==> src/rtl/basic_sync_fifo_pkg.sv <==
// basic_sync_fifo_pkg: shared constants, the per-cycle operation type and a
// depth helper for the basic_sync_fifo circular buffer.
// The optional checks are enabled with the macro BASIC_FIFO_ASSERT_EN
// (consumed by basic_sync_fifo.sv).
package basic_sync_fifo_pkg;

  localparam int DEFAULT_ADDR_WIDTH = 3;
  localparam int DEFAULT_DATA_WIDTH = 32;

  // Headroom left below full when almost_full fires, so the fetch pipeline
  // can drain its in-flight instructions into the queue after it stalls.
  localparam int ALMOST_FULL_MARGIN = 4;

  // What actually happens to the queue on a given edge, after qualification
  // against full/empty.
  typedef enum logic [1:0] {
    OP_IDLE = 2'b00,
    OP_PUSH = 2'b01,
    OP_POP  = 2'b10,
    OP_BOTH = 2'b11
  } fifo_op_e;

  // Number of entries addressed by a pointer of the given width.
  function automatic int fifo_depth(input int addr_width);
    return 1 << addr_width;
  endfunction

endpackage

==> src/rtl/basic_sync_fifo_mem.sv <==
// basic_sync_fifo_mem: simple dual-port storage for the FIFO.
// Synchronous write, asynchronous read so the head entry is visible
// (show-ahead) without an extra pipeline stage. Contents are never reset.
module basic_sync_fifo_mem #(
  parameter int DEPTH      = 8,
  parameter int DATA_WIDTH = 32
) (
  input  logic                     clk,
  input  logic                     wr_en,
  input  logic [$clog2(DEPTH)-1:0] wr_addr,
  input  logic [DATA_WIDTH-1:0]    wr_data,
  input  logic [$clog2(DEPTH)-1:0] rd_addr,
  output logic [DATA_WIDTH-1:0]    rd_data
);

  logic [DATA_WIDTH-1:0] mem [DEPTH];

  // Store the incoming word at the write address when enabled.
  always_ff @(posedge clk) begin
    if (wr_en) begin
      mem[wr_addr] <= wr_data;
    end
  end

  assign rd_data = mem[rd_addr];

endmodule

==> src/rtl/basic_sync_fifo.sv <==
// basic_sync_fifo: single-clock circular-buffer FIFO with first-word-fall-
// through read data, full/empty/almost flags and a synchronous clear.
// Sits between decode and issue; almost_full back-pressures fetch early
// enough to absorb the instructions still in flight.
// Optional macro BASIC_FIFO_ASSERT_EN compiles simulation-only checks for
// overflow, underflow and occupancy range; the logic is the same either way.
module basic_sync_fifo
  import basic_sync_fifo_pkg::*;
#(
  parameter int ADDR_WIDTH             = DEFAULT_ADDR_WIDTH,
  parameter int DATA_WIDTH             = DEFAULT_DATA_WIDTH,
  parameter int ALMOST_FULL_THRESHOLD  = fifo_depth(ADDR_WIDTH) - ALMOST_FULL_MARGIN,
  parameter int ALMOST_EMPTY_THRESHOLD = 1
) (
  input  logic                  clk,
  input  logic                  rst,
  input  logic                  clear,
  input  logic                  push,
  input  logic                  pop,
  input  logic [DATA_WIDTH-1:0] wr_data,
  output logic [DATA_WIDTH-1:0] rd_data,
  output logic                  empty,
  output logic                  full,
  output logic                  almost_empty,
  output logic                  almost_full
);

  localparam int DEPTH = fifo_depth(ADDR_WIDTH);

  // Thresholds and limits expressed at the width of the occupancy counter.
  localparam logic [ADDR_WIDTH:0] DEPTH_CNT = (ADDR_WIDTH + 1)'(DEPTH);
  localparam logic [ADDR_WIDTH:0] AF_LEVEL  = (ADDR_WIDTH + 1)'(ALMOST_FULL_THRESHOLD);
  localparam logic [ADDR_WIDTH:0] AE_LEVEL  = (ADDR_WIDTH + 1)'(ALMOST_EMPTY_THRESHOLD);
  localparam logic [ADDR_WIDTH:0] CNT_ONE   = (ADDR_WIDTH + 1)'(1);
  localparam logic [ADDR_WIDTH-1:0] PTR_ONE = ADDR_WIDTH'(1);

  logic [ADDR_WIDTH-1:0] wr_ptr_reg;
  logic [ADDR_WIDTH-1:0] rd_ptr_reg;
  logic [ADDR_WIDTH:0]   count_reg;

  logic     do_push;
  logic     do_pop;
  logic     mem_wr_en;
  fifo_op_e op;

  // A pop needs data present; a push needs room, or a slot being vacated by
  // a same-cycle pop. When empty the pop is void, so a push-and-pop on an
  // empty queue degenerates into a plain push.
  assign do_pop    = pop && !empty;
  assign do_push   = push && (!full || do_pop);

  // Clear wins over push, so nothing lands in storage during a flush.
  assign mem_wr_en = do_push && !clear;

  // Classify this cycle's qualified operation for the pointer/count update.
  always_comb begin
    op = OP_IDLE;
    unique case ({do_pop, do_push})
      2'b01:   op = OP_PUSH;
      2'b10:   op = OP_POP;
      2'b11:   op = OP_BOTH;
      default: op = OP_IDLE;
    endcase
  end

  // Advance pointers and occupancy; clear flushes everything but storage.
  always_ff @(posedge clk or negedge rst) begin
    if (!rst) begin
      wr_ptr_reg <= '0;
      rd_ptr_reg <= '0;
      count_reg  <= '0;
    end else if (clear) begin
      wr_ptr_reg <= '0;
      rd_ptr_reg <= '0;
      count_reg  <= '0;
    end else begin
      unique case (op)
        OP_PUSH: begin
          wr_ptr_reg <= wr_ptr_reg + PTR_ONE;
          count_reg  <= count_reg + CNT_ONE;
        end
        OP_POP: begin
          rd_ptr_reg <= rd_ptr_reg + PTR_ONE;
          count_reg  <= count_reg - CNT_ONE;
        end
        OP_BOTH: begin
          // Occupancy is unchanged; at full the write reuses the slot the
          // pop is vacating because the pointers coincide.
          wr_ptr_reg <= wr_ptr_reg + PTR_ONE;
          rd_ptr_reg <= rd_ptr_reg + PTR_ONE;
        end
        default: begin
          wr_ptr_reg <= wr_ptr_reg;
          rd_ptr_reg <= rd_ptr_reg;
          count_reg  <= count_reg;
        end
      endcase
    end
  end

  basic_sync_fifo_mem #(
    .DEPTH      (DEPTH),
    .DATA_WIDTH (DATA_WIDTH)
  ) u_mem (
    .clk     (clk),
    .wr_en   (mem_wr_en),
    .wr_addr (wr_ptr_reg),
    .wr_data (wr_data),
    .rd_addr (rd_ptr_reg),
    .rd_data (rd_data)
  );

  // Flags come straight from the registered count, so they trail the causing
  // operation by exactly one edge.
  assign empty        = (count_reg == '0);
  assign full         = (count_reg == DEPTH_CNT);
  assign almost_empty = (count_reg <= AE_LEVEL);
  assign almost_full  = (count_reg >= AF_LEVEL);

`ifdef BASIC_FIFO_ASSERT_EN
  // Flag misuse by the surrounding pipeline while the queue is live.
  always @(posedge clk) begin
    if (rst && !clear) begin
      assert (!(push && full && !pop))
        else $error("basic_sync_fifo: push while full (overflow)");
      assert (!(pop && empty))
        else $error("basic_sync_fifo: pop while empty (underflow)");
      assert (count_reg <= DEPTH_CNT)
        else $error("basic_sync_fifo: occupancy %0d exceeds depth", count_reg);
    end
  end
`else
  // Overflow and underflow are silently absorbed by the qualification above.
`endif

endmodule

==> config.mk <==
export PLATFORM = sky130hd
export DESIGN_NAME = basic_sync_fifo
export DESIGN_NICKNAME = d
export VERILOG_FILES = /design/src/rtl/basic_sync_fifo_pkg.sv /design/src/rtl/basic_sync_fifo_mem.sv /design/src/rtl/basic_sync_fifo.sv
export SDC_FILE = /design/constraint.sdc
export NUM_CORES = 1
export LEC_CHECK = 0
export ABC_CLOCK_PERIOD_IN_PS = 4200
export BUFFER_PORTS_ARGS = -buffer_cell sky130_fd_sc_hd__buf_4
export CAP_MARGIN = 20
export CORE_MARGIN = 5
export CORE_UTILIZATION = 54
export CTS_CLUSTER_DIAMETER = 80
export DETAILED_ROUTE_END_ITERATION = 8
export PLACE_DENSITY_LB_ADDON = 0.08
export SYNTH_ARGS = -nofsm -noshare
export SYNTH_HDL_FRONTEND = slang
export SYNTH_SLANG_ARGS = --single-unit
export TNS_END_PERCENT = 1
==> constraint.sdc <==
create_clock -name clk -period 4.2 [get_ports clk]
set_input_delay 0.21 -clock clk [delete_from_list [all_inputs] [get_ports clk]]
set_output_delay 0.21 -clock clk [all_outputs]
set_load 0.005 [all_outputs]
# Yosys cells after proc, flatten, opt, wreduce, memory -nomap -nowiden
# Memory sizes are Yosys's and may differ from the RTL's.
# Cells that the tools add are included.
# op_classes
n_addsub,4
n_lt_le_gt_ge,2
eq_ne,7
mux,9
reduce_logical,13
# op_table
op,count
two-way mux 3 bit,4
equality test 2 bit (second input constant),4
one-hot mux 4 bit (2 select lines),1
adder 3 x 1 -> 3 bit (second input constant),2
one-hot mux 2 bit (3 select lines),1
adder 4 x 1 -> 4 bit (second input constant),1
equality test 2 x 1 -> 1 bit (second input constant),2
equality test 4 bit (second input constant),1
>= comparator 4 x 3 -> 1 bit (second input constant),1
less-or-equal comparator 4 x 1 -> 1 bit (second input constant),1
logical NOT 4 bit,1
two-way mux 4 bit,1
nonzero test 2 bit,2
OR reduction 2 bit,2
subtractor 4 x 1 -> 4 bit (second input constant),1
logical AND 1 bit,3
logical NOT 1 bit,3
nonzero test 3 bit,1
two-way mux 1 bit,2
logical OR 1 bit,1
# word_totals
register_bits,10
ramBits,256
input_bits,37
out_inout_bits,36
memories,1
# mem_list
name,depth,width,rd,rd_ports_with_merged_regs,write_ports,line,text
u_mem.mem,8,32,1,0,1,basic_sync_fifo_mem.sv:16,logic [DATA_WIDTH-1:0] mem [DEPTH];

# Logic depth before layout (Yosys ltp)
# depth
ltp_word,11
ltp_mapped,8
ltp_nobuf,7

# Modules after synthesis
# A second synthesis with hierarchy kept.
# hier_totals
hier_cells,459
hier_area_um2,10496.3
# by_module_without_submodules
module,n_inst,cells_each,area_per_inst_um2,seq_area_each_um2
basic_sync_fifo_mem,1,383,9825.7,7687.4
basic_sync_fifo,1,76,670.6,250.2

# Least setup slack after synthesis
# Ideal clock, no wire load.
# synth_path
path_kind,register -> register
start,register count_reg[1]
end,"memory u_mem.mem[0][0], enable pin"
setup_ps,461
t_arrival_ps,3769
path_slack_ps,-30
stages_incl_launch_ff,8
path_buffers,1
period_less_slack_ps,4230
cell_sequence,dfrtp_1 -> clkbuf_1 -> inv_1 -> ha_1 -> nand2b_1 -> o21ai_1 -> or3_1 -> nor3_1
# synth_between
elab_chain_cells,8
word_cells_on_any_way,10
classes_between,eq/ne: 1; mux: 2; reduce/logical: 7
# synth_rtl
element,line,text
start: declaration,basic_sync_fifo.sv:39,logic [ADDR_WIDTH:0] count_reg;
start signal: assignment,basic_sync_fifo.sv:80,count_reg <= count_reg + CNT_ONE;
start signal: assignment,basic_sync_fifo.sv:84,count_reg <= count_reg - CNT_ONE;
start signal: assignment,basic_sync_fifo.sv:95,count_reg <= count_reg;
logical NOT 4 bit,basic_sync_fifo.sv:115,assign empty = (count_reg == '0);
logical NOT 1 bit,basic_sync_fifo.sv:49,assign do_pop = pop && !empty;
logical AND 1 bit,basic_sync_fifo.sv:49,
logical OR 1 bit (*),basic_sync_fifo.sv:50,assign do_push = push && (!full || do_pop);
logical AND 1 bit (*),basic_sync_fifo.sv:50,
logical AND 1 bit (*),basic_sync_fifo.sv:53,assign mem_wr_en = do_push && !clear;
two-way mux 1 bit (*),basic_sync_fifo_mem.sv:20,if (wr_en) begin
two-way mux 1 bit (not written as such) (*),basic_sync_fifo_mem.sv:21,mem[wr_addr] <= wr_data;
end: declaration,basic_sync_fifo_mem.sv:16,
# Every way passes the cells marked *; elsewhere a longest branch is shown, timed or not.

# Worst setup path in the final report
# layout_path
start,register rd_ptr_reg[0]
end,output port rd_data[0]
# layout_between
elab_chain_cells,1
# layout_rtl
element,line,text
start: declaration,basic_sync_fifo.sv:38,logic [ADDR_WIDTH-1:0] rd_ptr_reg;
start signal: assignment,basic_sync_fifo.sv:83,rd_ptr_reg <= rd_ptr_reg + PTR_ONE;
start signal: assignment,basic_sync_fifo.sv:90,rd_ptr_reg <= rd_ptr_reg + PTR_ONE;
start signal: assignment,basic_sync_fifo.sv:94,rd_ptr_reg <= rd_ptr_reg;
memory (8 x 32 bit),n/a,
end: declaration,basic_sync_fifo.sv:21,"output logic [DATA_WIDTH-1:0] rd_data,"
# No other way between the ends.

==> results.md <==
- Status: completed
- Die X: 149 um
- # hold bufs at CTS: 35
- Post-Syn Area: 10,400 sq um
- Largest register FFs: 256
- Post-Route WL: 19.0 mm
- Syn_nets: 511
- Tcrit/Tclk final: 72.1%
- Fin Hold WS: 0.0573 ns
- Max VDD drop: 0.622 mV
- Initial antenna violation count: 0
- Slew margin rel.: 33.0%
- Asr flop ratio synth: 3.76%
- Core area: 18,800 sq um
- Synth Area in Compound Gates: 1.33%
- Die height: 149 um
- Layout area overhead: 20.7%
- GRT Overall Usage: 17.6%
- Simple-gate share of the synthesized area: 2.11%
- Ratio of cells with drive above 1 in the final layout: 38.4%
- Synth Area in Adders: 0.721%
- Largest family of logic cells by synthesized area: multiplexers
- Vias per cell: 5.61
- Root Buffer: clkbuf_16
- Synth warnings: 0
- Max Freq: 330 MHz
- FF-to-FF End: u_mem.mem[1][20]$_DFFE_PP_
- Routed length per instance: 21.8 um
- FF-to-FF path depth: 7
- Yosys top cell area share: 73.8%
- Synth Flop Type: edfxtp_1
- Via count: 4,896
- CP startpoint: rd_ptr_reg[0]$_DFFE_PN0P_
- Nets: 635
- Multiplexer area fraction after synthesis: 17.6%
- RSZ-0062 raised after global routing: no
- Final GP Congestion: 0.807
- Worst-path maximum fanout: 37
- Initial DRC Count: 335
- Crit-path cells: buf_12 > mux4_2 > mux2_2 > buf_4
- Post-CTS resize count: 0
- Crit path depth: 4
- Final setup TNS: 0 ns
- Xor/xnor cell area share of the yosys netlist: 0.420%
- Layout fillers: 1,229
- Io pins: 73
- Critical R2R Launch: count_reg[1]$_DFFE_PN0P_
- Grt ovf: 0
- Num CTS Buffers: 26
- Seq cells post-synth: 266
- IO buf count: 72
- Cells after synthesis: 468
- DR pass1 iterations: 6
- CTS H-Tree Depth: 1
- Total power draw: 6780 uW
- WP data arrival: 2.82 ns
- Clk_lat worst skew: 0.52 ns
- Crit-path leading delay family: flip-flops
- Yosys top cell by area: edfxtp_1
- First-pass GRT wire length: 29.7 mm
- Synth Area per Inst: 22.3 sq um
- Kind of critical path: register to output pin
- Min cycle time layout: 3.03 ns
- Req. time, crit path: 3.99 ns
- Die Area: 22,200 sq um
- Design area: 12,600 sq um
- Cell variety after synth: 42
- CTS tree: built
- Hold Crit Class: input pin to asynchronous set/reset pin
- Final HPWL DP: 11.3 mm
- DRC Markers: 0
- Worst setup SP type: register
- Sequential-to-total area share from yosys stat: 76.2%
- Layout Cells excl Fill: 872
- Finish-stage setup viols: 0
- P_leak: 0.00412 uW
- Clock Sinks: 266
- Post-DRT Antenna Nets: 0
- Inserted Diodes: 0
- Max cap viols: 0
- Largest cells by area after synthesis: edfxtp_1 74%, mux4_2 14%, mux2_2 3.5%, dfrtp_1 2.4%, ha_1 0.72%
- Starting Density: 55.3%
- Worst path slowest cell: dfrtp_4
- Number of global-route vias before repair: 5,267
- Worst Skew: 0.00998 ns
- Slew Limit Fails: 0
- Crit path largest cell delay: 0.93 ns
- Worst-case clock buffer depth: 3
- # rows: 50
- Placed Cells: 789
- Power density over the cells: 540 nW/um^2
- R2R setup slack: 1.19 ns
- Final Hold Fails: 0
- Setup Buffers After CTS: 0
- Largest net degree at the start of global routing: 39
- Crit end category: output pin
- Number of synthesized flops with an enable pin: 256
- Dpl cell area: 11,300 sq um
- Clock slew at reported path FFs: 0.06 ns
- CP bufs+invs: 2
- Worst slew pin tran: 1.01 ns
report_power, final:
group | internal [uW] | leakage (uW) | total, uW | switching [uW]
clock network | 1510 | 0.000442 | 2430 | 925
logic | 749 | 0.00124 | 1220 | 466
registers | 2980 | 0.00244 | 3140 | 161
total | 5230 | 0.00412 | 6780 | 1550
worst max-delay path by stage:
stage / end / slack (ns)
finish: rd_data[0] / 1.17
global route: rd_data[0] / 0.99
CTS: rd_data[4] / 1.08
detailed placement: u_mem.mem[1][14]$_DFFE_PP_ / 1.18
global placement: u_mem.mem[1][14]$_DFFE_PP_ / 1.29
floorplan: u_mem.mem[4][0]$_DFFE_PP_ / 0.11
cells in the mapped netlist (2+ instances only):
library cell and count:
clkbuf_1 8, inv_1 5, or3_1 2, o21ai_0 4, dfrtp_1 10, xor2_1 5, nand2b_1 5, buf_1 3
or2_2 2, ha_1 6, buf_6 6, mux2i_1 2, nand2_1 5, nor2b_1 2, nand3_1 2, nor3_1 3
a21oi_1 4, mux2_2 32, nor2_1 16, edfxtp_1 256, o21ai_1 2, buf_2 5, mux4_2 64
cell type report:
type | instances | area [sq um] | area share [%]
Tap cell | 260 | 325 | 2.59
Sequential cell | 266 | 7940 | 63.2
Clock buffer | 31 | 669 | 5.32
Multi-Input combinational cell | 173 | 2370 | 18.9
Inverter | 6 | 27.5 | 0.219
Clock inverter | 17 | 243 | 1.93
Timing Repair Buffer | 119 | 993 | 7.90
cells in the final DEF, fill, tap and decap left out, types with 6 or more instances in the layout:
cell type,count
edfxtp_1,256
buf_4,83
mux4_2,64
dlygate4sd3_1,35
mux2_2,32
clkbuf_16,26
nor2_1,10
dfrtp_1,7
nor2_4,6
ha_1,6
bufinv_16,6
cell families after synthesis:
group,after synthesis
adder cells (fa/ha/maj),6
XOR/XNOR,5
multiplexers,99
AO/OA/AOI/OAI,20
AND/OR/NAND/NOR,43
buffers and inverters,29
flip-flops,266
metrics by stage:
stage               util, %  setup slack [ns]
floorplan                 -             0.113
global placement       60.1              1.29
detailed placement     60.1              1.18
CTS                    66.8              1.08
global route           66.8             0.991
finish                 66.8              1.17
routing by layer:
metal | track usage [%] | vias to the layer above | wire [um]
li1 | - | 2194 | -
met1 | 23.4 | 2566 | 7970
met2 | 30.7 | 105 | 10000
met3 | 2.70 | 31 | 663
met4 | 4.49 | 0 | 400
met5 | 0 | - | 0
No activity file was read; power rests on OpenSTA's default activity.
